## config.mk

```make
export PLATFORM = sky130hd
export DESIGN_NAME = arith_acc_sequencer
export DESIGN_NICKNAME = d
export VERILOG_FILES = /design/src/rtl/arith_pkg.sv /design/src/rtl/arith_cmd_fifo.sv /design/src/rtl/arith_acc_sequencer.sv
export SDC_FILE = /design/constraint.sdc
export NUM_CORES = 1
export LEC_CHECK = 0
export CAP_MARGIN = 15
export CORE_UTILIZATION = 44
export DETAILED_ROUTE_END_ITERATION = 7
export GPL_ROUTABILITY_DRIVEN = 0
export PLACE_DENSITY = 0.8
export SYNTH_ARGS = -nofsm -noshare
export SYNTH_HDL_FRONTEND = slang
export SYNTH_SLANG_ARGS = --single-unit
```

## constraint.sdc

```tcl
create_clock -name clk -period 2.3 [get_ports clk]
set_input_delay 0.46 -clock clk [delete_from_list [all_inputs] [get_ports clk]]
set_output_delay 0.46 -clock clk [all_outputs]
set_load 0.01 [all_outputs]
```

## src/rtl/arith_pkg.sv

```systemverilog
// Shared definitions for the accumulator sequencer: widths, ALU select codes,
// FSM state encoding and the command payload.
package arith_pkg;

  localparam int unsigned WIDTH = 16;
  localparam int unsigned SEL_W = 3;

  localparam logic [SEL_W-1:0] SEL_ONE  = 3'd0;
  localparam logic [SEL_W-1:0] SEL_DEC  = 3'd1;
  localparam logic [SEL_W-1:0] SEL_ADD  = 3'd2;
  localparam logic [SEL_W-1:0] SEL_SUB  = 3'd3;
  localparam logic [SEL_W-1:0] SEL_MUL  = 3'd4;
  localparam logic [SEL_W-1:0] SEL_MULN = 3'd5;
  localparam logic [SEL_W-1:0] SEL_DBL  = 3'd6;
  localparam logic [SEL_W-1:0] SEL_INC  = 3'd7;

  typedef enum logic [1:0] {
    IDLE = 2'd0,
    EXEC = 2'd1,
    RESP = 2'd2
  } state_t;

  typedef struct packed {
    logic [SEL_W-1:0] select;
    logic [WIDTH-1:0] data;
    logic             load;
    logic             chain;
  } cmd_t;

endpackage

```

## src/rtl/arith_cmd_fifo.sv

```systemverilog
// Synchronous command FIFO with full/empty flags; DEPTH must be a power of 2.
// A push while full is accepted only when a pop happens in the same cycle.
module arith_cmd_fifo
  import arith_pkg::*;
#(
  parameter int unsigned DEPTH = 4
) (
  input  logic clk,
  input  logic rst,
  input  logic push,
  input  cmd_t din,
  input  logic pop,
  output cmd_t dout,
  output logic full,
  output logic empty
);

  localparam int unsigned AW = (DEPTH > 1) ? $clog2(DEPTH) : 1;
  localparam int unsigned CW = AW + 1;

  cmd_t          mem [DEPTH];
  logic [AW-1:0] wr_ptr;
  logic [AW-1:0] rd_ptr;
  logic [CW-1:0] count;
  logic          do_push;
  logic          do_pop;

  assign full    = (count == CW'(DEPTH));
  assign empty   = (count == '0);
  assign do_pop  = pop & ~empty;
  assign do_push = push & (~full | do_pop);
  assign dout    = mem[rd_ptr];

  always_ff @(posedge clk) begin
    if (do_push) mem[wr_ptr] <= din;
  end

  // Pointers wrap naturally because DEPTH is a power of 2
  always_ff @(posedge clk or posedge rst) begin
    if (rst) begin
      wr_ptr <= '0;
      rd_ptr <= '0;
      count  <= '0;
    end else begin
      if (do_push) wr_ptr <= wr_ptr + 1'b1;
      if (do_pop)  rd_ptr <= rd_ptr + 1'b1;
      count <= count + CW'(do_push) - CW'(do_pop);
    end
  end

endmodule

```

## src/rtl/arith_acc_sequencer.sv

```systemverilog
// Issue stage for the combinational arithmetic unit: accumulator, stored carry,
// one command in flight. Define ARITH_CMD_FIFO_EN to add a command FIFO in front.
module arith_acc_sequencer #(
  parameter int unsigned WIDTH      = arith_pkg::WIDTH,
  parameter int unsigned FIFO_DEPTH = 4
) (
  input  logic             clk,
  input  logic             rst,
  input  logic             cmd_valid,
  output logic             cmd_ready,
  input  logic [2:0]       cmd_select,
  input  logic [WIDTH-1:0] cmd_data,
  input  logic             cmd_load,
  input  logic             cmd_chain,
  output logic [WIDTH-1:0] alu_a,
  output logic [WIDTH-1:0] alu_b,
  output logic [2:0]       alu_sel,
  output logic             alu_cin,
  input  logic [WIDTH-1:0] alu_result,
  input  logic             alu_cout,
  input  logic             alu_cmp,
  output logic             res_valid,
  input  logic             res_ready,
  output logic [WIDTH-1:0] res_data,
  output logic             res_carry,
  output logic             res_cmp
);
  import arith_pkg::*;

  if (FIFO_DEPTH < 2 || (FIFO_DEPTH & (FIFO_DEPTH - 1)) != 0) begin : g_depth_check
    $error("FIFO_DEPTH must be a power of 2 and at least 2");
  end

  state_t           state;
  logic [WIDTH-1:0] acc;
  logic             carry;
  logic [WIDTH-1:0] op_data;
  logic             op_load;
  logic             take;
  cmd_t             cmd_pkt;
  cmd_t             cmd_in;
  logic [WIDTH-1:0] next_acc;
  logic             next_carry;
  logic             next_cmp;

  assign cmd_pkt = '{select: cmd_select, data: cmd_data, load: cmd_load, chain: cmd_chain};

`ifdef ARITH_CMD_FIFO_EN
  logic fifo_full;
  logic fifo_empty;
  cmd_t fifo_dout;

  // Acceptance depends only on FIFO occupancy, never on the FSM
  assign cmd_ready = ~fifo_full & ~rst;
  assign take      = (state == IDLE) & ~fifo_empty;
  assign cmd_in    = fifo_dout;

  arith_cmd_fifo #(
    .DEPTH(FIFO_DEPTH)
  ) u_cmd_fifo (
    .clk  (clk),
    .rst  (rst),
    .push (cmd_valid & cmd_ready),
    .din  (cmd_pkt),
    .pop  (take),
    .dout (fifo_dout),
    .full (fifo_full),
    .empty(fifo_empty)
  );
`else
  assign take   = cmd_valid & cmd_ready;
  assign cmd_in = cmd_pkt;
`endif

  // Writeback selection: loads bypass the ALU and keep the stored carry
  always_comb begin
    next_acc   = alu_result;
    next_carry = alu_cout;
    next_cmp   = alu_cmp;
    if (op_load) begin
      next_acc   = op_data;
      next_carry = carry;
      next_cmp   = (acc == op_data);
    end
  end

  always_ff @(posedge clk or posedge rst) begin
    if (rst) begin
      state     <= IDLE;
      acc       <= '0;
      carry     <= 1'b0;
      op_data   <= '0;
      op_load   <= 1'b0;
      alu_a     <= '0;
      alu_b     <= '0;
      alu_sel   <= '0;
      alu_cin   <= 1'b0;
      res_valid <= 1'b0;
      res_data  <= '0;
      res_carry <= 1'b0;
      res_cmp   <= 1'b0;
`ifndef ARITH_CMD_FIFO_EN
      cmd_ready <= 1'b0;
`endif
    end else begin
      case (state)
        IDLE: begin
`ifndef ARITH_CMD_FIFO_EN
          cmd_ready <= 1'b1;
`endif
          // ALU operands are launched here so they are stable for all of EXEC
          if (take) begin
            op_data <= cmd_in.data;
            op_load <= cmd_in.load;
            alu_a   <= acc;
            alu_b   <= cmd_in.data;
            alu_sel <= cmd_in.select;
            alu_cin <= cmd_in.chain & carry;
            state   <= EXEC;
`ifndef ARITH_CMD_FIFO_EN
            cmd_ready <= 1'b0;
`endif
          end
        end
        EXEC: begin
          acc       <= next_acc;
          carry     <= next_carry;
          res_data  <= next_acc;
          res_carry <= next_carry;
          res_cmp   <= next_cmp;
          res_valid <= 1'b1;
          state     <= RESP;
        end
        RESP: begin
          if (res_ready) begin
            res_valid <= 1'b0;
            state     <= IDLE;
`ifndef ARITH_CMD_FIFO_EN
            cmd_ready <= 1'b1;
`endif
          end
        end
        default: state <= IDLE;
      endcase
    end
  end

endmodule

```

==> impl_metrics.env, run 1 <==
export IMPL_path_buf_inv=1
export IMPL_synth_area_sq_um=2570
export IMPL_cts_buffer_depth=2
export IMPL_hold_buffers=0
export IMPL_synth_simple_gate_area_share_pct=6.29
export IMPL_synth_xor_area_share_pct=5.46
export IMPL_start_util_pct=46.0
export IMPL_vias_per_cell=4.90
export IMPL_power_density_nw_per_um2=1440
export IMPL_critPathSlowestCell="clkdlybuf4s50_1"
export IMPL_setup_ws_ns=0.529
export IMPL_ff_latch_area_sq_um=1480
export IMPL_placed_area_sq_um=3610
export IMPL_yosysSeqAreaShare_pct=57.5
export IMPL_criticalPathCategory="flip-flop to primary output"
export IMPL_die_w_um=78.4
export IMPL_nets=343
export IMPL_synth_compound_area_share_pct=4.34
export IMPL_synth_top_family_by_area="multiplexers"
export IMPL_fmax_ghz=0.565
export IMPL_drive_above_1_share_pct=18.4
export IMPL_area_delta_synth_final_pct=47.8
export IMPL_clkSlewWorstSetupHoldPaths_ns=0.06
export IMPL_clk_latency_ns=0.33
export IMPL_num_vias=1844
export IMPL_finalWirelength_mm=5.48
export IMPL_nFillCells=443
export IMPL_peakVddDrop_uv=751
export IMPL_skew_ns=0.00572
export IMPL_root_buffer="clkbuf_8"
export IMPL_p_sw_share_pct=34.1
export IMPL_start_kind="flip-flop"
export IMPL_slowest_delay_ns=0.57
export IMPL_power_frac_clock_pct=15.3
export IMPL_die_area_sq_um=6140
export IMPL_maxCapViolCount=0
export IMPL_drc=0
export IMPL_grt_max_degree=49
export IMPL_grt_util_all_layers_pct=19.7
export IMPL_syn_mean_instance_area_sq_um=13.1
export IMPL_finalSetupViolCount=0
export IMPL_drtPass1Iterations=4
export IMPL_end_kind="primary output"
export IMPL_core_sq_um=5570
export IMPL_slew_violations=0
export IMPL_layout_common_cells="98 x clkdlybuf4s50_1, 59 x dfrtp_1, 33 x mux2_2"
export IMPL_dp_cells=361
export IMPL_dr_first_iter_drc_count=66
export IMPL_cp_required_ns=1.84
export IMPL_instances_no_fill=376
export IMPL_status="finished clean"
export IMPL_antenna_cells=0
export IMPL_yosysWarnings=0
export IMPL_tightest_slew_ns=0.490
export IMPL_die_height_um=78.4
export IMPL_min_period_ns=1.77
export IMPL_synthMuxAreaShare_pct=22.6
export IMPL_fin_hold_ws_ns=0.393
export IMPL_p_seq_share_pct=37.1
export IMPL_timing_final_crit_share_pct=77.0
export IMPL_wl_per_cell_um=14.6
export IMPL_h_tree_depth=3
export IMPL_p_leak_nw=1.64
export IMPL_combPwrFrac_pct=47.6
export IMPL_switchingPower_mw=1.86
export IMPL_yosys_cell_types_count=26
export IMPL_synth_nets=239
export IMPL_numCtsBuffers=9
export IMPL_cts_setup_buffers=0
export IMPL_fin_util_pct=68.1
export IMPL_hold_viol=0
export IMPL_hpwl_mm=3.81
export IMPL_finalPower_mw=5.46
export IMPL_port_buffers=98
export IMPL_path_delay_family="buffers and inverters"
export IMPL_syn_inst=196
export IMPL_tns_ns=0
export IMPL_cts_num_sinks=59
export IMPL_layout_commonest_cell="clkdlybuf4s50_1"
export IMPL_cts_repair_resized=0
export IMPL_hp_class="primary input to asynchronous set/reset pin"
export IMPL_grt_pass1_wl_mm=9.03
export IMPL_antenna_found_initial=0
export IMPL_stdcell_area_sq_um=3790
export IMPL_post_place_ws_ns=0.376
export IMPL_synthAdderAreaFrac_pct=0
export IMPL_crit_fanout=4
export IMPL_max_slew_margin_pct=67.1
export IMPL_grt_ovfl_total=0
export IMPL_ys_ff_latch=59
export IMPL_grt_pass1_vias=1886
export IMPL_worstPathCellList="clkdlybuf4s50_1"
export IMPL_rsz0062_at_grt="false"
export IMPL_io_pins=99
export IMPL_cts_tree="done"
export IMPL_row_count=27
export IMPL_cp_arrival_ns=1.31
export IMPL_multiInputGateArea_sq_um=993
export IMPL_ant_nets=0
export IMPL_intPower_mw=3.60
[layout make-up]
cell class,count,area share (%)
sequential,59,38.9
timing repair buffer,103,27.5
multi-input combinational,124,26.2
clock buffer,13,4.45
tap,72,2.37
inverter,3,0.297
clock inverter,2,0.264
[per-layer routing]
metal,part of all wire [%],up-vias,GRT usage [%]
met3,5.3,8,4.77
met1,44,883,24.8
met2,49,64,31.5
met5,0,-,0
met4,1.4,0,10.2
li1,-,889,-
[cell usage after synthesis, drive strengths merged]
library cell | count | area, sq um
mux2i | 16 | 160
nor4 | 3 | 18.8
a21oi | 2 | 10.0
buf | 8 | 72.6
nand2b | 2 | 12.5
nor3 | 2 | 21.3
nand2 | 18 | 67.6
xor2 | 15 | 131
o21ai | 19 | 95.1
nand4 | 1 | 6.26
clkbuf | 2 | 12.5
nor2 | 4 | 17.5
nor3b | 1 | 7.51
mux2 | 37 | 420
dfrtp | 59 | 1480
inv | 3 | 11.3
nand3 | 2 | 10.0
xnor2 | 1 | 8.76
a31oi | 1 | 6.26
[registers in the layout, summed over array words and instances (netlist names)]
register	count
op_data	16
res_valid	1
state	2
cmd_ready	1
alu_sel	3
alu_a	16
res_cmp	1
op_load	1
alu_cin	1
carry	1
acc	16
[power by group through the flow]
stage	Combinational [mW]	Sequential (mW)	Clock (mW)
3_5_place_dp	2.63	2.05	0
5_1_grt	2.82	2.11	0.909
3_3_place_gp	2.58	2.02	0
4_1_cts	2.64	2.03	0.866
2_1_floorplan	1.18	2.20	0
6_report	2.60	2.03	0.835
[cells by family (layout without fill, tap and decap cells)]
| group | after synthesis | count (layout) |
|---|---|---|
| XOR/XNOR | 16 | 16 |
| AO/OA/AOI/OAI | 22 | 22 |
| multiplexers | 53 | 53 |
| flip-flops | 59 | 59 |
| buffers and inverters | 13 | 121 |
| AND/OR/NAND/NOR | 33 | 33 |
[worst paths after layout]
path                       slack, ns                     from                     to  cells after the start
setup / recovery                0.53  op_data[10]$_DFFE_PP0P_              alu_b[10]                      1
hold / removal                  0.39                      rst  alu_a[14]$_DFFE_PP0P_                      2
setup reg to reg                0.81   op_data[4]$_DFFE_PP0P_    res_cmp$_DFFE_PP0P_                      4
hold reg to reg                 0.49     alu_a[9]$_DFFE_PP0P_   alu_a[9]$_DFFE_PP0P_                      1
max in group asynchronous       1.37                      rst     acc[7]$_DFFE_PP0P_                      3
min in group clk                0.49     alu_a[9]$_DFFE_PP0P_   alu_a[9]$_DFFE_PP0P_                      1
No activity file was read; power rests on OpenSTA's default activity.
==> run 2, diff against run 1 <==
- clock period: 2.3 -> 1.85 ns (I/O delays scaled with it)
==> run 2 against run 1 <==
Die area unchanged. Combinational power up 25%. Clock power rose by 17%. Worst setup slack worse by 0.38 ns. Largest cell class unchanged. Count of clock-buffer cells in the layout shrank 1. Worst hold slack improved by 0.014 ns. Global-route usage up 0.86 points. Critical path type unchanged. Routed wire length is 4.4% higher.
==> impl_metrics.env, run 2 (synthesized netlist as in run 1, its figures left out) <==
export IMPL_end_kind="primary output"
export IMPL_reg_largest_list="acc (16), alu_a (16), op_data (16)"
export IMPL_intPower_mw=4.42
export IMPL_row_count=27
export IMPL_peakVddDrop_uv=919
export IMPL_post_place_ws_ns=-0.0460
export IMPL_clk_latency_ns=0.34
export IMPL_hpwl_mm=4.00
export IMPL_io_pins=99
export IMPL_path_buf_inv=1
export IMPL_hold_buffers=0
export IMPL_slowest_delay_ns=0.57
export IMPL_multiInputGateArea_sq_um=993
export IMPL_antenna_found_initial=0
export IMPL_grt_max_degree=60
export IMPL_setup_ws_ns=0.146
export IMPL_power_density_nw_per_um2=1790
export IMPL_nets=344
export IMPL_grt_ovfl_total=0
export IMPL_use_met2_pct=33.6
export IMPL_power_frac_clock_pct=14.4
export IMPL_cts_buffer_depth=2
export IMPL_criticalPathCategory="flip-flop to primary output"
export IMPL_timing_final_crit_share_pct=92.1
export IMPL_dr_first_iter_drc_count=83
export IMPL_die_area_sq_um=6140
export IMPL_drtPass1Iterations=3
export IMPL_p_leak_nw=1.63
export IMPL_combPwrFrac_pct=47.9
export IMPL_cp_startpoint="op_data[2]$_DFFE_PP0P_"
export IMPL_die_w_um=78.4
export IMPL_switchingPower_mw=2.36
export IMPL_p_seq_share_pct=37.7
export IMPL_ff_latch_area_sq_um=1480
export IMPL_crit_fanout=4
export IMPL_tightest_slew_ns=0.381
export IMPL_met1_usage_pct=24.7
export IMPL_fin_util_pct=67.9
export IMPL_vias_per_cell=4.96
export IMPL_cp_required_ns=1.48
export IMPL_wl_per_cell_um=15.2
export IMPL_core_sq_um=5570
export IMPL_cts_tree="done"
export IMPL_critPathSlowestCell="clkdlybuf4s50_1"
export IMPL_cp_arrival_ns=1.33
export IMPL_nFillCells=450
export IMPL_grt_pass1_vias=1937
export IMPL_max_slew_margin_pct=74.4
export IMPL_drive_above_1_share_pct=18.4
export IMPL_start_util_pct=46.0
export IMPL_worstPathCellList="clkdlybuf4s50_1"
export IMPL_cts_setup_buffers=0
export IMPL_drc=0
export IMPL_reg2reg_from="state[1]$_DFFE_PP0P_"
export IMPL_h_tree_depth=3
export IMPL_clkSlewWorstSetupHoldPaths_ns=0.06
export IMPL_hp_class="primary input to asynchronous set/reset pin"
export IMPL_hold_viol=0
export IMPL_cts_repair_resized=0
export IMPL_skew_ns=0.00851
export IMPL_finalWirelength_mm=5.72
export IMPL_p_sw_share_pct=34.9
export IMPL_area_delta_synth_final_pct=47.4
export IMPL_die_height_um=78.4
export IMPL_fmax_ghz=0.587
export IMPL_numCtsBuffers=9
export IMPL_instances_no_fill=377
export IMPL_layout_commonest_cell="clkdlybuf4s50_1"
export IMPL_layout_common_cells="98 x clkdlybuf4s50_1, 59 x dfrtp_1, 33 x mux2_2"
export IMPL_status="finished clean"
export IMPL_maxCapViolCount=0
export IMPL_num_vias=1871
export IMPL_rsz0062_at_grt="false"
export IMPL_grt_busiest_layer="met2"
export IMPL_min_period_ns=1.70
export IMPL_antenna_cells=0
export IMPL_use_met3_pct=7.33
export IMPL_slew_violations=0
export IMPL_fin_hold_ws_ns=0.406
export IMPL_root_buffer="clkbuf_8"
export IMPL_finalSetupViolCount=0
export IMPL_grt_util_all_layers_pct=20.6
export IMPL_grt_pass1_wl_mm=9.39
export IMPL_path_delay_family="buffers and inverters"
export IMPL_dp_cells=362
export IMPL_port_buffers=98
export IMPL_ant_nets=0
export IMPL_start_kind="flip-flop"
export IMPL_cts_num_sinks=59
==> run 2: cell count changes in the layout (fill, tap and decap cells not counted) <==
cell,change
clkbuf_1,+1
buf_4,+1
clkbuf_8,-2
clkinv_2,+1
==> run 2: path summary, 6_finish.rpt <==
check	endpoint	slack (ns)	cells past startpoint
setup / recovery	alu_b[2]	0.15	1
hold / removal	acc[8]$_DFFE_PP0P_	0.41	3
setup reg to reg	op_data[11]$_DFFE_PP0P_	0.39	3
hold reg to reg	alu_a[9]$_DFFE_PP0P_	0.50	1
max in group asynchronous	acc[11]$_DFFE_PP0P_	1.17	3
min in group clk	alu_a[9]$_DFFE_PP0P_	0.50	1
==> run 2: power groups by stage <==
| stage | clock network [mW] | registers [mW] | logic, mW |
|---|---|---|---|
| 2_1_floorplan | 0 | 2.73 | 1.47 |
| 3_3_place_gp | 0 | 2.54 | 3.20 |
| 3_5_place_dp | 0 | 2.58 | 3.28 |
| 4_1_cts | 0.998 | 2.56 | 3.29 |
| 5_1_grt | 1.06 | 2.67 | 3.51 |
| 6_report | 0.975 | 2.56 | 3.25 |
==> run 2: metal layers <==
layer / wire (um) / vias to the layer above
met1: 2420 / 907
met4: 70 / 0
li1: - / 890
met3: 384 / 10
met5: 0 / -
met2: 2840 / 64
==> run 2: layout make-up <==
| type | instances | area share [%] |
|---|---|---|
| inverters | 3 | 0.298 |
| well taps | 72 | 2.38 |
| clock inverters | 3 | 0.397 |
| clock buffers | 12 | 3.84 |
| multi-input cells | 124 | 26.3 |
| flip-flops and latches | 59 | 39.0 |
| repair buffers | 104 | 27.8 |
==> run 2: worst min-delay path: stages <==
cell and delay, ns:
clkdlybuf4s50_1 0.41, inv_2 0.07, buf_12 0.27
==> run 2: metrics by stage <==
| step | area [sq um] | total power, mW | setup TNS (ns) |
|---|---|---|---|
| floorplan | 2570 | 4.20 | 0 |
| global placement | 3620 | 5.75 | 0 |
| detailed placement | 3620 | 5.86 | -1.02 |
| CTS | 3780 | 6.85 | 0 |
| global route | 3780 | 7.24 | 0 |
| finish | 3780 | 6.78 | 0 |
==> run 3, diff against run 2 <==
- GPL_TIMING_DRIVEN: not set -> 0
==> run 3 against run 2 <==
Sequential power decreased by 2%. Utilization up 1.2 points. Largest power group unchanged. Flip-flop and latch count did not move. Clock skew decreased by 0.0033 ns. Clock power up 20%.
==> impl_metrics.env, run 3 (synthesized netlist as in run 1, its figures left out) <==
export IMPL_status="finished clean"
export IMPL_nets=349
export IMPL_vias_per_cell=5.09
export IMPL_rsz0062_at_grt="false"
export IMPL_intPower_mw=4.63
export IMPL_crit_fanout=4
export IMPL_dr_first_iter_drc_count=110
export IMPL_maxCapViolCount=0
export IMPL_core_sq_um=5570
export IMPL_stdcell_area_sq_um=3850
export IMPL_cp_required_ns=1.48
export IMPL_tightest_slew_ns=0.536
export IMPL_reg_largest_list="acc (16), alu_a (16), op_data (16)"
export IMPL_layout_commonest_cell="clkdlybuf4s50_1"
export IMPL_cts_buffer_depth=2
export IMPL_start_util_pct=46.0
export IMPL_root_buffer="clkbuf_8"
export IMPL_skew_ns=0.00522
export IMPL_instances_no_fill=382
export IMPL_hold_viol=0
export IMPL_path_buf_inv=1
export IMPL_fin_util_pct=69.1
export IMPL_row_count=27
export IMPL_worstPathCellList="clkdlybuf4s50_1"
export IMPL_num_vias=1946
export IMPL_drtPass1Iterations=5
export IMPL_cp_arrival_ns=1.33
export IMPL_peakVddDrop_uv=881
export IMPL_antenna_cells=0
export IMPL_max_slew_margin_pct=64.2
export IMPL_timing_final_crit_share_pct=92.2
export IMPL_layout_common_cells="98 x clkdlybuf4s50_1, 59 x dfrtp_1, 33 x mux2_2"
export IMPL_grt_pass1_vias=1926
export IMPL_p_sw_share_pct=34.6
export IMPL_antenna_found_initial=0
export IMPL_finalWirelength_mm=6.30
export IMPL_ant_nets=0
export IMPL_critPathSlowestCell="clkdlybuf4s50_1"
export IMPL_area_delta_synth_final_pct=50.1
export IMPL_p_seq_share_pct=35.6
export IMPL_slowest_delay_ns=0.57
export IMPL_tns_ns=0
export IMPL_r2r_setup_slack_ns=0.37
export IMPL_combPwrFrac_pct=47.9
export IMPL_numCtsBuffers=9
export IMPL_hpwl_mm=4.34
export IMPL_placed_area_sq_um=3660
export IMPL_cts_setup_buffers=0
export IMPL_cts_repair_resized=0
export IMPL_h_tree_depth=3
export IMPL_p_leak_nw=1.67
export IMPL_grt_util_all_layers_pct=22.0
export IMPL_slew_violations=0
export IMPL_drive_above_1_share_pct=19.7
export IMPL_io_pins=99
export IMPL_hp_class="primary input to asynchronous set/reset pin"
export IMPL_finalSetupViolCount=0
export IMPL_fmax_ghz=0.587
export IMPL_power_density_nw_per_um2=1840
export IMPL_clk_latency_ns=0.33
export IMPL_die_area_sq_um=6140
export IMPL_dp_cells=367
export IMPL_path_delay_family="buffers and inverters"
export IMPL_grt_max_degree=37
export IMPL_die_w_um=78.4
export IMPL_criticalPathCategory="flip-flop to primary output"
export IMPL_start_kind="flip-flop"
export IMPL_wl_per_cell_um=16.5
export IMPL_switchingPower_mw=2.45
export IMPL_cts_num_sinks=59
export IMPL_drc=0
export IMPL_cts_tree="done"
export IMPL_fin_hold_ws_ns=0.399
export IMPL_end_kind="primary output"
export IMPL_clkSlewWorstSetupHoldPaths_ns=0.06
export IMPL_min_period_ns=1.70
export IMPL_power_frac_clock_pct=16.5
export IMPL_hold_buffers=0
export IMPL_die_height_um=78.4
export IMPL_port_buffers=98
export IMPL_grt_pass1_wl_mm=9.87
export IMPL_nFillCells=429
export IMPL_grt_ovfl_total=0
==> run 3: cell count changes in the layout (fill, tap and decap cells not counted) <==
cell / previous run / this run
clkbuf_4: 0 / 1
clkbuf_2: 0 / 1
clkbuf_8: 10 / 11
buf_2: 0 / 1
bufinv_16: 0 / 1
buf_6: 0 / 4
buf_12: 2 / 1
buf_4: 4 / 3
clkinv_2: 3 / 1
==> run 3: metal layers <==
layer | GRT usage, % | share of wire, % | vias up
met2 | 36.4 | 49 | 72
li1 | - | - | 903
met5 | 0 | 0 | -
met3 | 4.77 | 4.6 | 10
met4 | 9.44 | 1.6 | 0
met1 | 27.9 | 44 | 961
==> run 3: final cells by class <==
| cell class | instances | area, sq um | area share, % |
|---|---|---|---|
| clock buffer | 13 | 159 | 4.13 |
| buffer | 10 | 85.1 | 2.21 |
| inverter | 3 | 11.3 | 0.292 |
| clock inverter | 2 | 35.0 | 0.910 |
| tap | 72 | 90.1 | 2.34 |
| timing repair buffer | 99 | 1000 | 26.0 |
| sequential | 59 | 1480 | 38.3 |
| multi-input combinational | 124 | 993 | 25.8 |
==> run 3: power by group through the flow <==
stage                     combinational (mW)  sequential (mW)  clock, mW
after floorplan                         1.47             2.73          0
after global placement                  3.33             2.50          0
after detailed placement                3.41             2.54          0
after CTS                               3.42             2.52       1.18
after global routing                    3.64             2.62       1.24
final                                   3.39             2.52       1.17
==> run 3: worst register-to-register path, stage by stage (launching register included) <==
cell and delay [ns]:
dfrtp_1 0.47, nor3_4 0.31, buf_6 0.22, mux2_2 0.36
==> run 3: final timing paths <==
kind	start	endpoint	cells after the start
setup / recovery	op_data[10]$_DFFE_PP0P_	alu_b[10]	1
hold / removal	rst	op_data[8]$_DFFE_PP0P_	2
setup reg to reg	state[1]$_DFFE_PP0P_	alu_a[1]$_DFFE_PP0P_	3
hold reg to reg	alu_a[6]$_DFFE_PP0P_	alu_a[6]$_DFFE_PP0P_	1
max in group asynchronous	rst	alu_a[2]$_DFFE_PP0P_	3
min in group clk	alu_a[6]$_DFFE_PP0P_	alu_a[6]$_DFFE_PP0P_	1
==> run 3: per-stage QoR <==
stage | power [mW] | setup WS, ns
after global routing | 7.51 | 0.116
after floorplan | 4.20 | 0.0237
after CTS | 7.12 | 0.144
final | 7.08 | 0.145
after global placement | 5.83 | -1.05
after detailed placement | 5.94 | -0.0321
